==> src/rtl/comb_circ_tester_if.sv <==
// Signal bundle between the tester and the bench/board side:
// start/results on one side, A/B/C drive and X return on the other.
interface comb_circ_tester_if;
   logic       start;
   logic       x_i;
   logic       a_o;
   logic       b_o;
   logic       c_o;
   logic       busy;
   logic       done;
   logic       pass;
   logic [3:0] err_count;
   logic       fail_valid;
   logic [2:0] fail_vec;

   modport master (
      input  start,
      input  x_i,
      output a_o,
      output b_o,
      output c_o,
      output busy,
      output done,
      output pass,
      output err_count,
      output fail_valid,
      output fail_vec
   );

   modport slave (
      output start,
      output x_i,
      input  a_o,
      input  b_o,
      input  c_o,
      input  busy,
      input  done,
      input  pass,
      input  err_count,
      input  fail_valid,
      input  fail_vec
   );
endinterface

==> src/rtl/comb_circ_tester.sv <==
// Walks all eight A/B/C vectors through X = AB | ~B C, waits for the
// circuit to settle, samples X and scores it against a golden model.
module comb_circ_tester #(
   parameter int unsigned SETTLE_CYCLES = 2
) (
   input logic                clk,
   input logic                rst_n,
   comb_circ_tester_if.master bus
);
   typedef enum logic [1:0] {
      IDLE,
      SETTLE,
      SAMPLE,
      DONE
   } state_t;

   localparam logic [3:0] LAST = 4'(SETTLE_CYCLES - 1);

   state_t     state;
   logic [2:0] vec;
   logic [3:0] cnt;
   logic       busy_q;
   logic       done_q;
   logic       pass_q;
   logic [3:0] err_q;
   logic       fv_q;
   logic [2:0] fvec_q;
   logic       exp_x;
   logic       miss;

   assign exp_x = (vec[2] & vec[1]) | (~vec[1] & vec[0]);
   assign miss  = bus.x_i ^ exp_x;

   assign {bus.a_o, bus.b_o, bus.c_o} = vec;
   assign bus.busy       = busy_q;
   assign bus.done       = done_q;
   assign bus.pass       = pass_q;
   assign bus.err_count  = err_q;
   assign bus.fail_valid = fv_q;
   assign bus.fail_vec   = fvec_q;

   always_ff @(posedge clk or negedge rst_n) begin
      if (!rst_n) begin
         state  <= IDLE;
         vec    <= 3'd0;
         cnt    <= 4'd0;
         busy_q <= 1'b0;
         done_q <= 1'b0;
         pass_q <= 1'b0;
         err_q  <= 4'd0;
         fv_q   <= 1'b0;
         fvec_q <= 3'd0;
      end else begin
         done_q <= 1'b0;
         unique case (state)
            IDLE: begin
               if (bus.start) begin
                  vec    <= 3'd0;
                  cnt    <= 4'd0;
                  err_q  <= 4'd0;
                  fv_q   <= 1'b0;
                  fvec_q <= 3'd0;
                  pass_q <= 1'b0;
                  busy_q <= 1'b1;
                  state  <= SETTLE;
               end
            end
            SETTLE: begin
               if (cnt == LAST) state <= SAMPLE;
               else             cnt   <= cnt + 4'd1;
            end
            SAMPLE: begin
               if (miss) begin
                  err_q <= err_q + 4'd1;
                  if (!fv_q) begin
                     fvec_q <= vec;
                     fv_q   <= 1'b1;
                  end
               end
               // the only way vec leaves 7 is through DONE
               if (vec == 3'd7) begin
                  busy_q <= 1'b0;
                  done_q <= 1'b1;
                  state  <= DONE;
               end else begin
                  vec   <= vec + 3'd1;
                  cnt   <= 4'd0;
                  state <= SETTLE;
               end
            end
            DONE: begin
               pass_q <= (err_q == 4'd0);
               vec    <= 3'd0;
               state  <= IDLE;
            end
            default: state <= IDLE;
         endcase
      end
   end
endmodule

==> src/flat_wrapper.sv <==
// flat-port wrapper written by rule: the top's interface ports become plain ports
module comb_circ_tester_flat 
#(
   parameter int unsigned SETTLE_CYCLES = 2
)
  (clk, rst_n, bus_start, bus_x_i, bus_a_o, bus_b_o, bus_c_o, bus_busy, bus_done, bus_pass, bus_err_count, bus_fail_valid, bus_fail_vec);
  comb_circ_tester_if bus_i ();
  input logic clk;
  input logic rst_n;
  input wire logic [$bits(bus_i.start)-1:0] bus_start;
  input wire logic [$bits(bus_i.x_i)-1:0] bus_x_i;
  output wire logic [$bits(bus_i.a_o)-1:0] bus_a_o;
  output wire logic [$bits(bus_i.b_o)-1:0] bus_b_o;
  output wire logic [$bits(bus_i.c_o)-1:0] bus_c_o;
  output wire logic [$bits(bus_i.busy)-1:0] bus_busy;
  output wire logic [$bits(bus_i.done)-1:0] bus_done;
  output wire logic [$bits(bus_i.pass)-1:0] bus_pass;
  output wire logic [$bits(bus_i.err_count)-1:0] bus_err_count;
  output wire logic [$bits(bus_i.fail_valid)-1:0] bus_fail_valid;
  output wire logic [$bits(bus_i.fail_vec)-1:0] bus_fail_vec;
  assign bus_i.start = bus_start;
  assign bus_i.x_i = bus_x_i;
  assign bus_a_o = bus_i.a_o;
  assign bus_b_o = bus_i.b_o;
  assign bus_c_o = bus_i.c_o;
  assign bus_busy = bus_i.busy;
  assign bus_done = bus_i.done;
  assign bus_pass = bus_i.pass;
  assign bus_err_count = bus_i.err_count;
  assign bus_fail_valid = bus_i.fail_valid;
  assign bus_fail_vec = bus_i.fail_vec;
  comb_circ_tester #(.SETTLE_CYCLES(SETTLE_CYCLES)) u_core (.clk(clk), .rst_n(rst_n), .bus(bus_i));
endmodule
==> config.mk <==
export PLATFORM = sky130hd
export DESIGN_NAME = comb_circ_tester_flat
export DESIGN_NICKNAME = d
export VERILOG_FILES = /design/src/rtl/comb_circ_tester_if.sv /design/src/rtl/comb_circ_tester.sv /design/src/flat_wrapper.sv
export SDC_FILE = /design/constraint.sdc
export NUM_CORES = 1
export LEC_CHECK = 0
export BUFFER_PORTS_ARGS = -buffer_cell sky130_fd_sc_hd__buf_4
export CAP_MARGIN = 5
export CORE_UTILIZATION = 62
export CTS_BUF_LIST = sky130_fd_sc_hd__clkbuf_8
export CTS_CLUSTER_DIAMETER = 150
export DETAILED_ROUTE_END_ITERATION = 10
export PLACE_DENSITY_LB_ADDON = 0.25
export SLEW_MARGIN = 40
export SYNTH_ARGS = -nofsm -noshare
export SYNTH_HDL_FRONTEND = slang
export SYNTH_SLANG_ARGS = --single-unit
==> constraint.sdc <==
create_clock -name clk -period 2.5 [get_ports clk]
set_clock_uncertainty 0.05 [all_clocks]
set_input_delay 0 -clock clk [delete_from_list [all_inputs] [get_ports clk]]
set_output_delay 0 -clock clk [all_outputs]
set_load 0.03 [all_outputs]
==> Word level (Yosys, flattened, before mapping) <==
Index checks and enable logic that the tools add are counted.
{ "classes": {"addsub": 3, "mul": 0, "div_mod_pow": 0, "order_cmp": 0, "eq_ne": 12, "shifts": 0, "n_mux": 25, "bitwise_logic": 5, "n_reduce_logical": 13} }
{ "op_table": {"columns": ["operator", "n"], "rows": [
  ["two-way mux 4 bit", 4],
  ["two-way mux 3 bit", 4],
  ["one-hot mux 4 bit (3 select lines)", 1],
  ["one-hot mux 3 bit (3 select lines)", 1],
  ["AND reduction 3 bit", 3],
  ["adder 4 x 1 -> 4 bit (second input constant)", 2],
  ["!= test 2 bit (second input constant)", 4],
  ["one-hot mux 2 bit (4 select lines)", 1],
  ["one-hot mux 4 bit (2 select lines)", 1],
  ["AND reduction 4 bit", 2],
  ["two-way mux 1 bit", 6],
  ["two-way mux 2 bit", 3],
  ["!= test 2 x 1 -> 1 bit (second input constant)", 3],
  ["one-hot mux 1 bit (2 select lines)", 3],
  ["one-hot mux 3 bit (2 select lines)", 1],
  ["nonzero test 3 bit", 2],
  ["equality test 2 bit (second input constant)", 2],
  ["equality test 4 x 1 -> 1 bit (second input constant)", 1],
  ["logical NOT 4 bit", 1],
  ["AND reduction 2 bit", 2],
  ["nonzero test 2 bit", 2],
  ["adder 3 x 1 -> 3 bit (second input constant)", 1],
  ["equality test 3 bit (second input constant)", 1],
  ["bitwise AND 1 bit", 2],
  ["other kinds (5)", 5]
]} }
{ "word_totals": {"ff_bits": 20, "latchBits": 0, "ram_bits": 0, "romBits": 0, "in_bits": 4, "output_inout_bits": 14, "elab_cells": 67, "n_memories": 0} }

==> Longest topological paths before layout <==
Gate-level depths: netlist (run 1).
{ "logic_depth": {"ltp_word": 6, "depth_mapped": 6, "ltp_nobuf": 6} }

==> Least setup slack after synthesis (run 1) <==
No wires, ideal clock.
{ "synth_path": {"kind": "register -> register", "startpoint": "register u_core.vec[1]", "endpoint": "register u_core.fvec_q[0], in the netlist u_core.bus.fail_vec[0]", "setup_ns": 0.083, "arrival_ns": 1.652, "required_ns": 2.367, "path_slack_ns": 0.715, "path_stages_with_launch": 5, "cell_sequence": "dfrtp_1 -> mux2i_2 -> mux2_2 -> a2bb2oi_2 -> o21ai_0"} }
{ "synth_via": {"elab_chain_len": 6, "elab_cells_between_ends": 7, "classes_between": "eq/ne: 1; bitwise: 5; reduce/logical: 1"} }
{ "synth_lines": {"columns": ["element", "line_no", "source"], "rows": [
  ["start, declared", "comb_circ_tester.sv:20", "logic [2:0] vec;"],
  ["start signal, assigned", "comb_circ_tester.sv:86", "vec <= vec + 3'd1;"],
  ["NOT 1 bit", "comb_circ_tester.sv:31", "assign exp_x = (vec[2] & vec[1]) | (~vec[1] & vec[0]);"],
  ["bitwise AND 1 bit", "comb_circ_tester.sv:31", null],
  ["bitwise OR 1 bit (*)", "comb_circ_tester.sv:31", null],
  ["bitwise XOR 1 bit (*)", "comb_circ_tester.sv:32", "assign miss = bus.x_i ^ exp_x;"],
  ["!= test 2 x 1 -> 1 bit (no source line) (*)", null, null],
  ["AND reduction 4 bit (no source line) (*)", null, null],
  ["end signal, assigned", "comb_circ_tester.sv:76", "fvec_q <= vec;"],
  ["end, declared", "comb_circ_tester.sv:27", "logic [2:0] fvec_q;"]
]} }
Mark *: on every way between the ends. The rest lies on a longest branch, timed or not.
A chain may end at the register's enable or synchronous reset.

==> Worst setup path in the final report (run 1) <==
{ "layout_path": {"startpoint": "register u_core.vec[1]", "endpoint": "register u_core.err_q[0], in the netlist u_core.bus.err_count[0]"} }
{ "layout_via": {"elab_chain_len": 6, "elab_cells_between_ends": 7, "classes_between": "eq/ne: 1; bitwise: 5; reduce/logical: 1"} }
{ "layout_lines": {"columns": ["element", "line_no", "source"], "rows": [
  ["NOT 1 bit", "comb_circ_tester.sv:31", null],
  ["bitwise AND 1 bit", "comb_circ_tester.sv:31", null],
  ["bitwise OR 1 bit (*)", "comb_circ_tester.sv:31", null],
  ["bitwise XOR 1 bit (*)", "comb_circ_tester.sv:32", null],
  ["!= test 2 x 1 -> 1 bit (no source line) (*)", null, null],
  ["AND reduction 3 bit (no source line) (*)", null, null],
  ["end signal, assigned", "comb_circ_tester.sv:74", "err_q <= err_q + 4'd1;"],
  ["end, declared", "comb_circ_tester.sv:25", "logic [3:0] err_q;"]
]} }
Marks and branches as above.

==> impl_metrics.ini, run 1 <==
[clock_network]
cts_max_level = 1
tritoncts.num_buffers = 3
clk_latency_ns = 0.25
cts_sinks = 20
clk_path_buf_depth = 2
cts.repair.resized = 0
cts_tree = yes
cts-root-buf = sky130_fd_sc_hd__clkbuf_8
clock_input_transition_at_the_sequential_cells_of_the_worst_setup_and_hold_paths_ns = 0.07

[setup_path]
r2r_setup_slack_ns = 0.71
worst_ep_required_time_ns = 2.63
crit_fanout = 7
worst_ep_arrival_time_ns = 1.92
timing.rr.start = u_core.vec[1]$_DFFE_PN0P_
endpoint_kind = flip-flop
type_of_element_launching_the_critical_path = flip-flop
path_class = reg -> reg
timing.reg2reg.worst_path_depth = 4
worst_r2r_endpoint = u_core.bus.err_count[0]$_DFFE_PN0P_

[sta]
worst_hold_slack_ns = 0.108
hold_viol = 0
slew_worst_pin_ns = 0.561
rsz_0062_raised_after_global_routing = no
finalCritPeriodShare_pct = 71.7
final.min_clock_period_ns = 1.79
timing.fmax_mhz = 558
setup_tns_ns = 0
setup_viol_count_final = 0
slew_headroom_pct = 62.6
report.final.slew_viol_count = 0

[power]
combinationalPowerShare_pct = 40.3
p_seq_share_pct = 41.9
p_leak_nw = 0.616
power.share.clock_pct = 17.8
p_per_area_nw_per_um2 = 1040
p_switching_w = 0.000595
power.switching_fraction_pct = 43.2
ir_worst_vdd_v = 0.000744
internal-power_w = 0.000783

[yosys]
yosysWarningCount = 0
top_ff_cell_synth = sky130_fd_sc_hd__dfrtp_1
synthesis.instances = 114
synth-edff-count = 0
ys_top_cells_by_count = 20 x sky130_fd_sc_hd__dfrtp_1, 10 x sky130_fd_sc_hd__nand2_1, 10 x sky130_fd_sc_hd__o21ai_0
synth_sequential_area_ratio_pct = 44.9
synthMostInstantiatedCell = sky130_fd_sc_hd__dfrtp_1
netlist_top_cells_area = sky130_fd_sc_hd__dfrtp_1 45%, sky130_fd_sc_hd__ha_1 6.7%, sky130_fd_sc_hd__o21ai_0 4.5%, sky130_fd_sc_hd__mux2i_1 3.6%, sky130_fd_sc_hd__nand3_1 3.6%
syn-cell-area_sq_um = 1110
synthSimpleGateAreaFrac_pct = 18.7
synth_top_family_by_area = simple AND/OR/NAND/NOR gates
mux_cell_area_share_after_synthesis_pct = 7.08
synth_top_cell_area_share_pct = 44.9
netlist_cell_types = 36
yosys.area.top_type = sky130_fd_sc_hd__dfrtp_1
syn-num-nets = 124
synth_xor_xnor_area_share_pct = 3.15
synth_compound_area_share_pct = 14.6
register_bit_count_reported_by_yosys = 20
syn_area_per_cell_sq_um = 9.77
synthAdderAreaFrac_pct = 6.74
synth-async-reset-ratio_pct = 100

[drt]
wl_met3_um = 114
metal2_wl_mm = 1.21
routed_via_density = 6.04
drc_errors = 0
highest_layer = met4
drt-total-wl_mm = 2.41
drt.antenna.violating_nets = 0
route.vias.total = 943
drt-initial-drc-count = 23
post_drt_wl_per_cell_um = 15.4
drtPass1Iterations = 4
wl_met1_mm = 1.05

[hold_path]
timing.hold.worst.class = in -> async

[die]
die_w_um = 44.4
i_o_pins = 18
placeableCoreArea_sq_um = 1590
start_util_pct = 69.9
rows = 14
die_height_um = 44.4
design.die.area_sq_um = 1970

[place]
postPlaceCellArea_sq_um = 1250
place_hpwl_mm = 1.54
place.port_buffers = 17
global_placer_s_final_weighted_congestion = 0.837

[grt]
global_route.overflow_total = 0
grt_usage_pct = 27.8
antenna_found_initial = 0
first_global_vias = 890
grt_start_max_net_pins = 21
first_pass_grt_wire_length_mm = 3.93

[cells_and_area]
nets = 143
number_of_filler_cells_placed_in_the_layout = 89
area_delta_synth_final_pct = 19.1
layout-drive-gt1-share_pct = 19.7
finalCoreUtilization_pct = 83.2
postLayoutCellArea_sq_um = 1330
diodes = 0

[run_status]
status = finished, final reports clean

[job]
drv_cap = 0
==> power by group through the flow <==
stage                     Clock, W  Sequential [W]  Combinational (W)
after floorplan                  0        0.000591           0.000355
after global placement           0        0.000563           0.000517
after detailed placement         0        0.000575           0.000538
after CTS                 0.000248        0.000570           0.000546
after global routing      0.000258        0.000592           0.000609
final                     0.000245        0.000578           0.000555
==> layer usage <==
layer,vias to the layer above,global-route usage (%)
li1,438,-
met1,461,36.6
met2,38,46.2
met3,6,4.08
met4,0,11.5
met5,-,0
==> worst max path at each step <==
stage | from | endpoint | slack [ns] | cells past startpoint
finish | u_core.vec[1]$_DFFE_PN0P_ | u_core.bus.err_count[0]$_DFFE_PN0P_ | 0.71 | 4
global route | u_core.vec[1]$_DFFE_PN0P_ | u_core.bus.err_count[0]$_DFFE_PN0P_ | 0.59 | 4
CTS | u_core.vec[1]$_DFFE_PN0P_ | u_core.bus.err_count[0]$_DFFE_PN0P_ | 0.73 | 4
detailed placement | u_core.vec[1]$_DFFE_PN0P_ | u_core.bus.err_count[0]$_DFFE_PN0P_ | 0.77 | 4
global placement | u_core.vec[1]$_DFFE_PN0P_ | u_core.bus.err_count[1]$_DFFE_PN0P_ | 0.84 | 4
floorplan | u_core.vec[1]$_DFFE_PN0P_ | u_core.bus.fail_vec[0]$_DFFE_PN0P_ | 0.72 | 4
==> worst max-delay path, stage by stage (launching register included) <==
cell                      delay [ns]
sky130_fd_sc_hd__dfrtp_1        0.48
sky130_fd_sc_hd__mux2i_2        0.41
sky130_fd_sc_hd__mux2i_2        0.45
sky130_fd_sc_hd__o21ai_1        0.15
sky130_fd_sc_hd__mux2i_1        0.17
==> kinds of logic after synthesis <==
group                      count (synthesis)
DFF                                       20
and+or+nand+nor                           38
buffers and inverters                     14
muxes                                      7
AOI/OAI and AO/OA                         25
adders and majority gates                  6
xor gates and xnor gates                   4
==> area by class of cell <==
| type | count | area [sq um] | area share (%) |
|---|---|---|---|
| inverters | 9 | 33.8 | 2.55 |
| clock buffers | 4 | 55.1 | 4.15 |
| well taps | 24 | 30.0 | 2.26 |
| flip-flops and latches | 20 | 500 | 37.7 |
| repair buffers | 19 | 148 | 11.1 |
| multi-input cells | 80 | 559 | 42.2 |
==> state kept, by name (all words and copies together), names as in the netlist <==
signal                 flops
u_core.bus.fail_vec        3
u_core.bus.done            1
u_core.bus.busy            1
u_core.bus.err_count       4
u_core.cnt                 4
u_core.state               2
u_core.vec                 3
u_core.bus.fail_valid      1
u_core.bus.pass            1
==> timing repair <==
item                                    in CTS  in global routing
endpoints found under the hold margin       21                  0
setup buffers                                0                  0
hold buffers                                 2                  0
endpoints found under the setup margin       0                  0
==> stage by stage <==
stage	setup slack, ns	cells	total power, W
floorplan	0.715	114	0.000946
global placement	0.841	150	0.00108
detailed placement	0.769	150	0.00111
CTS	0.735	156	0.00136
global route	0.592	156	0.00146
finish	0.708	156	0.00138
==> layout by cell type (no fill, tap or decap), drive strengths merged, types with 2 or more instances in the layout <==
master / count
o21bai: 2
inv: 9
mux2i: 6
nor2b: 2
dlygate4sd3: 2
nand2b: 5
xor2: 3
buf: 17
dfrtp: 20
o22ai: 4
nand2: 10
o21ai: 11
ha: 6
nor2: 4
clkbuf: 4
nand3: 8
Note: power is estimated with default switching activity, not from simulation.
==> run 2: changes to the inputs <==
--- a/config.mk
+++ b/config.mk
@@ -7,7 +7,7 @@
 export LEC_CHECK = 0
 export BUFFER_PORTS_ARGS = -buffer_cell sky130_fd_sc_hd__buf_4
 export CAP_MARGIN = 5
-export CORE_UTILIZATION = 62
+export CORE_UTILIZATION = 57
 export CTS_BUF_LIST = sky130_fd_sc_hd__clkbuf_8
 export CTS_CLUSTER_DIAMETER = 150
 export DETAILED_ROUTE_END_ITERATION = 10
==> constraint.sdc (replaced) <==
create_clock -name clk -period 1.77 [get_ports clk]
set_clock_uncertainty 0.05 [all_clocks]
set_input_delay 0 -clock clk [delete_from_list [all_inputs] [get_ports clk]]
set_output_delay 0 -clock clk [all_outputs]
set_load 0.03 [all_outputs]
==> impl_metrics.ini, run 2 (synthesis gave the netlist of run 1 again) <==
[drt]
routed_via_density = 5.77
drtPass1Iterations = 4
drc_errors = 0
drt.antenna.violating_nets = 0
wl_met3_um = 65
highest_layer = met4
drt-total-wl_mm = 2.54
drt-initial-drc-count = 22
metal2_wl_mm = 1.30
post_drt_wl_per_cell_um = 15.7
route.vias.total = 934
wl_met1_mm = 1.16

[grt]
first_global_vias = 880
grt_start_max_net_pins = 21
antenna_found_initial = 0
global_route.overflow_total = 0
first_pass_grt_wire_length_mm = 3.97
grt_usage_pct = 26.9

[clock_network]
cts-root-buf = sky130_fd_sc_hd__clkbuf_8
clk_path_buf_depth = 2
clock_input_transition_at_the_sequential_cells_of_the_worst_setup_and_hold_paths_ns = 0.08
tritoncts.num_buffers = 3
clk_latency_ns = 0.26
cts_tree = yes
cts_sinks = 20
cts_setup_buffers = 0
cts_max_level = 1

[die]
design.die.area_sq_um = 2130
start_util_pct = 62.5
rows = 15
die_height_um = 46.2
placeableCoreArea_sq_um = 1780
die_w_um = 46.2
i_o_pins = 18

[setup_path]
path_class = reg -> reg
type_of_element_launching_the_critical_path = flip-flop
crit_fanout = 6
worst_ep_arrival_time_ns = 1.82
worst_ep_required_time_ns = 1.90
worstSetupStartpoint = u_core.vec[1]$_DFFE_PN0P_
worst_r2r_endpoint = u_core.bus.fail_vec[1]$_DFFE_PN0P_
timing.reg2reg.worst_path_depth = 4
critical_path.endpoint = u_core.bus.fail_vec[1]$_DFFE_PN0P_
r2r_setup_slack_ns = 0.08
timing.rr.start = u_core.vec[1]$_DFFE_PN0P_
endpoint_kind = flip-flop

[sta]
worst_hold_slack_ns = 0.125
timing.fmax_mhz = 590
setup_tns_ns = 0
finalCritPeriodShare_pct = 95.7
slew_worst_pin_ns = 0.467
report.final.slew_viol_count = 0
slew_headroom_pct = 68.9
final.min_clock_period_ns = 1.69
setup_viol_count_final = 0
hold_viol = 0
rsz_0062_raised_after_global_routing = no

[power]
ir_worst_vdd_v = 0.000833
p_per_area_nw_per_um2 = 1520
p_leak_nw = 0.649

[place]
place_hpwl_mm = 1.66
global_placer_s_final_weighted_congestion = 0.797
place.port_buffers = 17
placed_cell_count = 156

[cells_and_area]
diodes = 0
area_delta_synth_final_pct = 25.7
nets = 148
layout-drive-gt1-share_pct = 23.4
mostFrequentLayoutCells = 22 x sky130_fd_sc_hd__buf_4, 19 x sky130_fd_sc_hd__dfrtp_1, 10 x sky130_fd_sc_hd__nand2_1, 10 x sky130_fd_sc_hd__o21ai_0, 9 x sky130_fd_sc_hd__inv_1
number_of_filler_cells_placed_in_the_layout = 123
stdcell_count = 162
layout_commonest_cell = sky130_fd_sc_hd__buf_4

[job]
drv_cap = 0

[hold_path]
timing.hold.worst.class = in -> async

[run_status]
status = finished, final reports clean
-- run 2: metrics by stage --
stage | worst slack (ns) | area [sq um] | util [%] | total power, W
after floorplan | 0.0459 | 1110 | - | 0.00134
after global placement | 0.142 | 1290 | 72.4 | 0.00158
after detailed placement | 0.0224 | 1290 | 72.4 | 0.00162
after CTS | 0.0337 | 1380 | 77.5 | 0.00210
after global routing | 0.00995 | 1400 | 78.5 | 0.00225
final | 0.0758 | 1400 | 78.5 | 0.00213
-- run 2: final cells by class --
type / count / area [sq um] / area share (%)
Clock inverter: 1 / 30.0 / 2.14
Tap cell: 25 / 31.3 / 2.23
Inverter: 9 / 33.8 / 2.41
Sequential cell: 20 / 502 / 35.8
Clock buffer: 3 / 41.3 / 2.95
Multi-Input combinational cell: 80 / 577 / 41.2
Timing Repair Buffer: 24 / 185 / 13.2
-- run 2: report_power, final --
part / switching [W] / total (W) / internal, W
combinational: 0.000545 / 0.000921 / 0.000376
clock: 0.000160 / 0.000461 / 0.000302
sequential: 0.000162 / 0.000746 / 0.000584
total: 0.000867 / 0.00213 / 0.00126
-- run 2: worst min-delay path by stage --
stage                      from                                   to  slack (ns)  depth (start not counted)
after detailed placement  rst_n   u_core.bus.fail_vec[2]$_DFFE_PN0P_       -0.16                          1
final                     rst_n  u_core.bus.err_count[0]$_DFFE_PN0P_        0.13                          2
after global placement    rst_n   u_core.bus.fail_vec[2]$_DFFE_PN0P_       -0.16                          1
after CTS                 rst_n    u_core.bus.fail_valid$_DFFE_PN0P_        0.10                          2
after floorplan           rst_n          u_core.bus.busy$_DFFE_PN0P_       -0.35                          0
after global routing      rst_n    u_core.bus.fail_valid$_DFFE_PN0P_        0.16                          2
-- run 2: worst max-delay path, cell delays in order (launching register included) --
cell	delay, ns
sky130_fd_sc_hd__dfrtp_2	0.44
sky130_fd_sc_hd__mux2i_4	0.37
sky130_fd_sc_hd__mux2_2	0.42
sky130_fd_sc_hd__a2bb2oi_2	0.15
sky130_fd_sc_hd__o21ai_0	0.18
-- run 2: per-layer routing --
metal	GRT usage [%]	vias up
li1	-	447
met1	35.1	456
met2	45.6	27
met3	3.53	4
met4	9.41	0
met5	0	-
-- run 2: repair_timing --
action,CTS,global route
resized for setup,0,2
hold endpoints to repair,21,0
endpoints found under the setup margin,0,3
hold buffers,2,0
==> run 3: changes to the inputs <==
--- a/config.mk
+++ b/config.mk
@@ -5,9 +5,10 @@
 export SDC_FILE = /design/constraint.sdc
 export NUM_CORES = 1
 export LEC_CHECK = 0
+export ABC_AREA = 1
 export BUFFER_PORTS_ARGS = -buffer_cell sky130_fd_sc_hd__buf_4
-export CAP_MARGIN = 5
-export CORE_UTILIZATION = 57
+export CAP_MARGIN = 40
+export CORE_UTILIZATION = 61
 export CTS_BUF_LIST = sky130_fd_sc_hd__clkbuf_8
 export CTS_CLUSTER_DIAMETER = 150
 export DETAILED_ROUTE_END_ITERATION = 10
==> constraint.sdc (replaced) <==
create_clock -name clk -period 2.1 [get_ports clk]
set_clock_uncertainty 0.05 [all_clocks]
set_input_delay 0 -clock clk [delete_from_list [all_inputs] [get_ports clk]]
set_output_delay 0 -clock clk [all_outputs]
set_load 0.03 [all_outputs]
==> impl_metrics.ini, run 3 <==
[run_status]
status = complete, but fails checks
violations_in_the_final_reports = DRC

[clock_network]
clk_path_buf_depth = 2
clock_input_transition_at_the_sequential_cells_of_the_worst_setup_and_hold_paths_ns = 0.07
clk_latency_ns = 0.25
cts_max_level = 1
cts_sinks = 20
cts-root-buf = sky130_fd_sc_hd__clkbuf_8
tritoncts.num_buffers = 3
cts_setup_buffers = 0
cts_tree = yes

[grt]
global_route.overflow_total = 0
grt_start_max_net_pins = 21
antenna_found_initial = 0
first_global_vias = 822
grt_usage_pct = 25.7
first_pass_grt_wire_length_mm = 3.53

[cells_and_area]
postLayoutCellArea_sq_um = 1250
area_delta_synth_final_pct = 19.6
nets = 161
mostFrequentLayoutCells = 45 x sky130_fd_sc_hd__nand2_1, 20 x sky130_fd_sc_hd__dfrtp_1, 18 x sky130_fd_sc_hd__buf_4
layout-drive-gt1-share_pct = 20.1
layout_commonest_cell = sky130_fd_sc_hd__nand2_1
diodes = 0
number_of_filler_cells_placed_in_the_layout = 110

[setup_path]
worst_ep_arrival_time_ns = 1.66
cpPeakStageDelay_ns = 0.45
max_stage_delay_cell_worst_path = sky130_fd_sc_hd__dfrtp_1
endpoint_kind = flip-flop
type_of_element_launching_the_critical_path = flip-flop
timing.critical_path.cells = ha_1 -> ha_1 -> nand2_1 -> nand3_1 -> nand2_1 -> o21ai_0
worst_ep_required_time_ns = 2.19
path_class = reg -> reg
crit_fanout = 7

[place]
place.port_buffers = 17
global_placer_s_final_weighted_congestion = 0.809
postPlaceCellArea_sq_um = 1190
place_hpwl_mm = 1.50

[power]
p_leak_nw = 0.690
ir_worst_vdd_v = 0.000818
finalPower_w = 0.00148
p_per_area_nw_per_um2 = 1180

[drt]
routed_via_density = 5.36
route.vias.total = 884
drt-initial-drc-count = 25
drt.antenna.violating_nets = 0
drt-total-wl_mm = 2.11
post_drt_wl_per_cell_um = 12.8
drc_errors = 4
drtPass1Iterations = 8

[sta]
setup_viol_count_final = 0
rsz_0062_raised_after_global_routing = no
slew_headroom_pct = 83.1
timing.fmax_mhz = 639
hold_viol = 0
setup_tns_ns = 0
slew_worst_pin_ns = 0.253
finalCritPeriodShare_pct = 74.5
final.min_clock_period_ns = 1.56
report.final.slew_viol_count = 0

[yosys]
register_bit_count_reported_by_yosys = 20
synth_top_cell_area_share_pct = 47.8
syn-cell-area_sq_um = 1050
syn_area_per_cell_sq_um = 8.25
netlist_top_cells_area = sky130_fd_sc_hd__dfrtp_1 48%, sky130_fd_sc_hd__nand2_1 16%, sky130_fd_sc_hd__ha_1 7.2%, sky130_fd_sc_hd__inv_1 4.7%, sky130_fd_sc_hd__nand3_1 4.3%
yosysWarningCount = 0
syn-num-nets = 137
synth-edff-count = 0
synth-async-reset-ratio_pct = 100
top_ff_cell_synth = sky130_fd_sc_hd__dfrtp_1
yosys.area.top_type = sky130_fd_sc_hd__dfrtp_1
netlist_cell_types = 19
synthesis.instances = 127
synthMostInstantiatedCell = sky130_fd_sc_hd__nand2_1
synth_sequential_area_ratio_pct = 47.8
ys_top_cells_by_count = 45 x sky130_fd_sc_hd__nand2_1, 20 x sky130_fd_sc_hd__dfrtp_1, 13 x sky130_fd_sc_hd__inv_1

[die]
placeableCoreArea_sq_um = 1560
rows = 14
i_o_pins = 18
design.die.area_sq_um = 1890
die_w_um = 43.4
die_height_um = 43.4
start_util_pct = 67.2

[hold_path]
timing.hold.worst.class = in -> async

[job]
drv_cap = 0
run 3: cells by family after synthesis:
kind of cell               count (synthesis)  synth area share (%)
and+or+nand+nor                           70                  30.1
DFF                                       20                  47.8
buffers and inverters                     17                  6.81
AOI/OAI and AO/OA                         11                  5.61
adders and majority gates                  6                  7.17
xor gates and xnor gates                   3                  2.51
run 3: where the power goes:
| part | leakage, nW | internal [W] | total (W) | switching (W) |
|---|---|---|---|---|
| clock network | 0.0216 | 0.000128 | 0.000251 | 0.000123 |
| logic | 0.404 | 0.000222 | 0.000648 | 0.000426 |
| registers | 0.265 | 0.000476 | 0.000582 | 0.000106 |
| total | 0.690 | 0.000826 | 0.00148 | 0.000655 |
run 3: metal layers:
layer  track usage, %  part of all wire, %  vias to the layer above
li1                 -                    -                      450
met1             31.9                   46                      412
met2             44.2                   48                       18
met3             4.17                  3.5                        4
met4             11.3                  1.6                        0
met5                0                    0                        -
run 3: area by class of cell:
cell class	instances	area (sq um)	share of cell area, %
flip-flops and latches	20	500	40.0
inverters	16	60.1	4.80
well taps	16	20.0	1.60
multi-input cells	90	475	38.0
clock buffers	3	41.3	3.30
repair buffers	20	155	12.4
run 3: final timing paths:
kind                                                     from  slack [ns]                                  end  depth (start not counted)
setup / recovery                    u_core.vec[1]$_DFFE_PN0P_        0.54            u_core.vec[2]$_DFFE_PN0P_                          6
hold / removal                                          rst_n        0.10          u_core.state[0]$_DFFE_PN0P_                          2
setup reg to reg                    u_core.vec[1]$_DFFE_PN0P_        0.54            u_core.vec[2]$_DFFE_PN0P_                          6
hold reg to reg            u_core.bus.fail_vec[1]$_DFFE_PN0P_        0.43   u_core.bus.fail_vec[1]$_DFFE_PN0P_                          2
max in group asynchronous                               rst_n        1.69    u_core.bus.fail_valid$_DFFE_PN0P_                          2
min in group clk                                      bus_x_i        0.22  u_core.bus.err_count[3]$_DFFE_PN0P_                          6
run 3: what timing repair did:
action,CTS,global route
endpoints found under the hold margin,21,0
resized for setup,0,0
hold buffers,2,0
run 3: metrics by stage:
step / instances / utilization (%) / hold slack (ns) / setup WS (ns)
2_1_floorplan: 127 / - / -0.346 / 0.555
3_3_place_gp: 160 / 76.4 / -0.161 / 0.656
3_5_place_dp: 160 / 76.4 / -0.158 / 0.585
4_1_cts: 165 / 80.3 / 0.111 / 0.549
5_1_grt: 165 / 80.3 / 0.132 / 0.378
6_report: 165 / 80.3 / 0.102 / 0.535
run 3: critical path: cells and delay by family (launching register included):
family,cells,cell delay (ns)
AO/OA/AOI/OAI,1,0.07
AND/OR/NAND/NOR,3,0.47
flip-flops,1,0.45
adder cells (fa/ha/maj),2,0.40
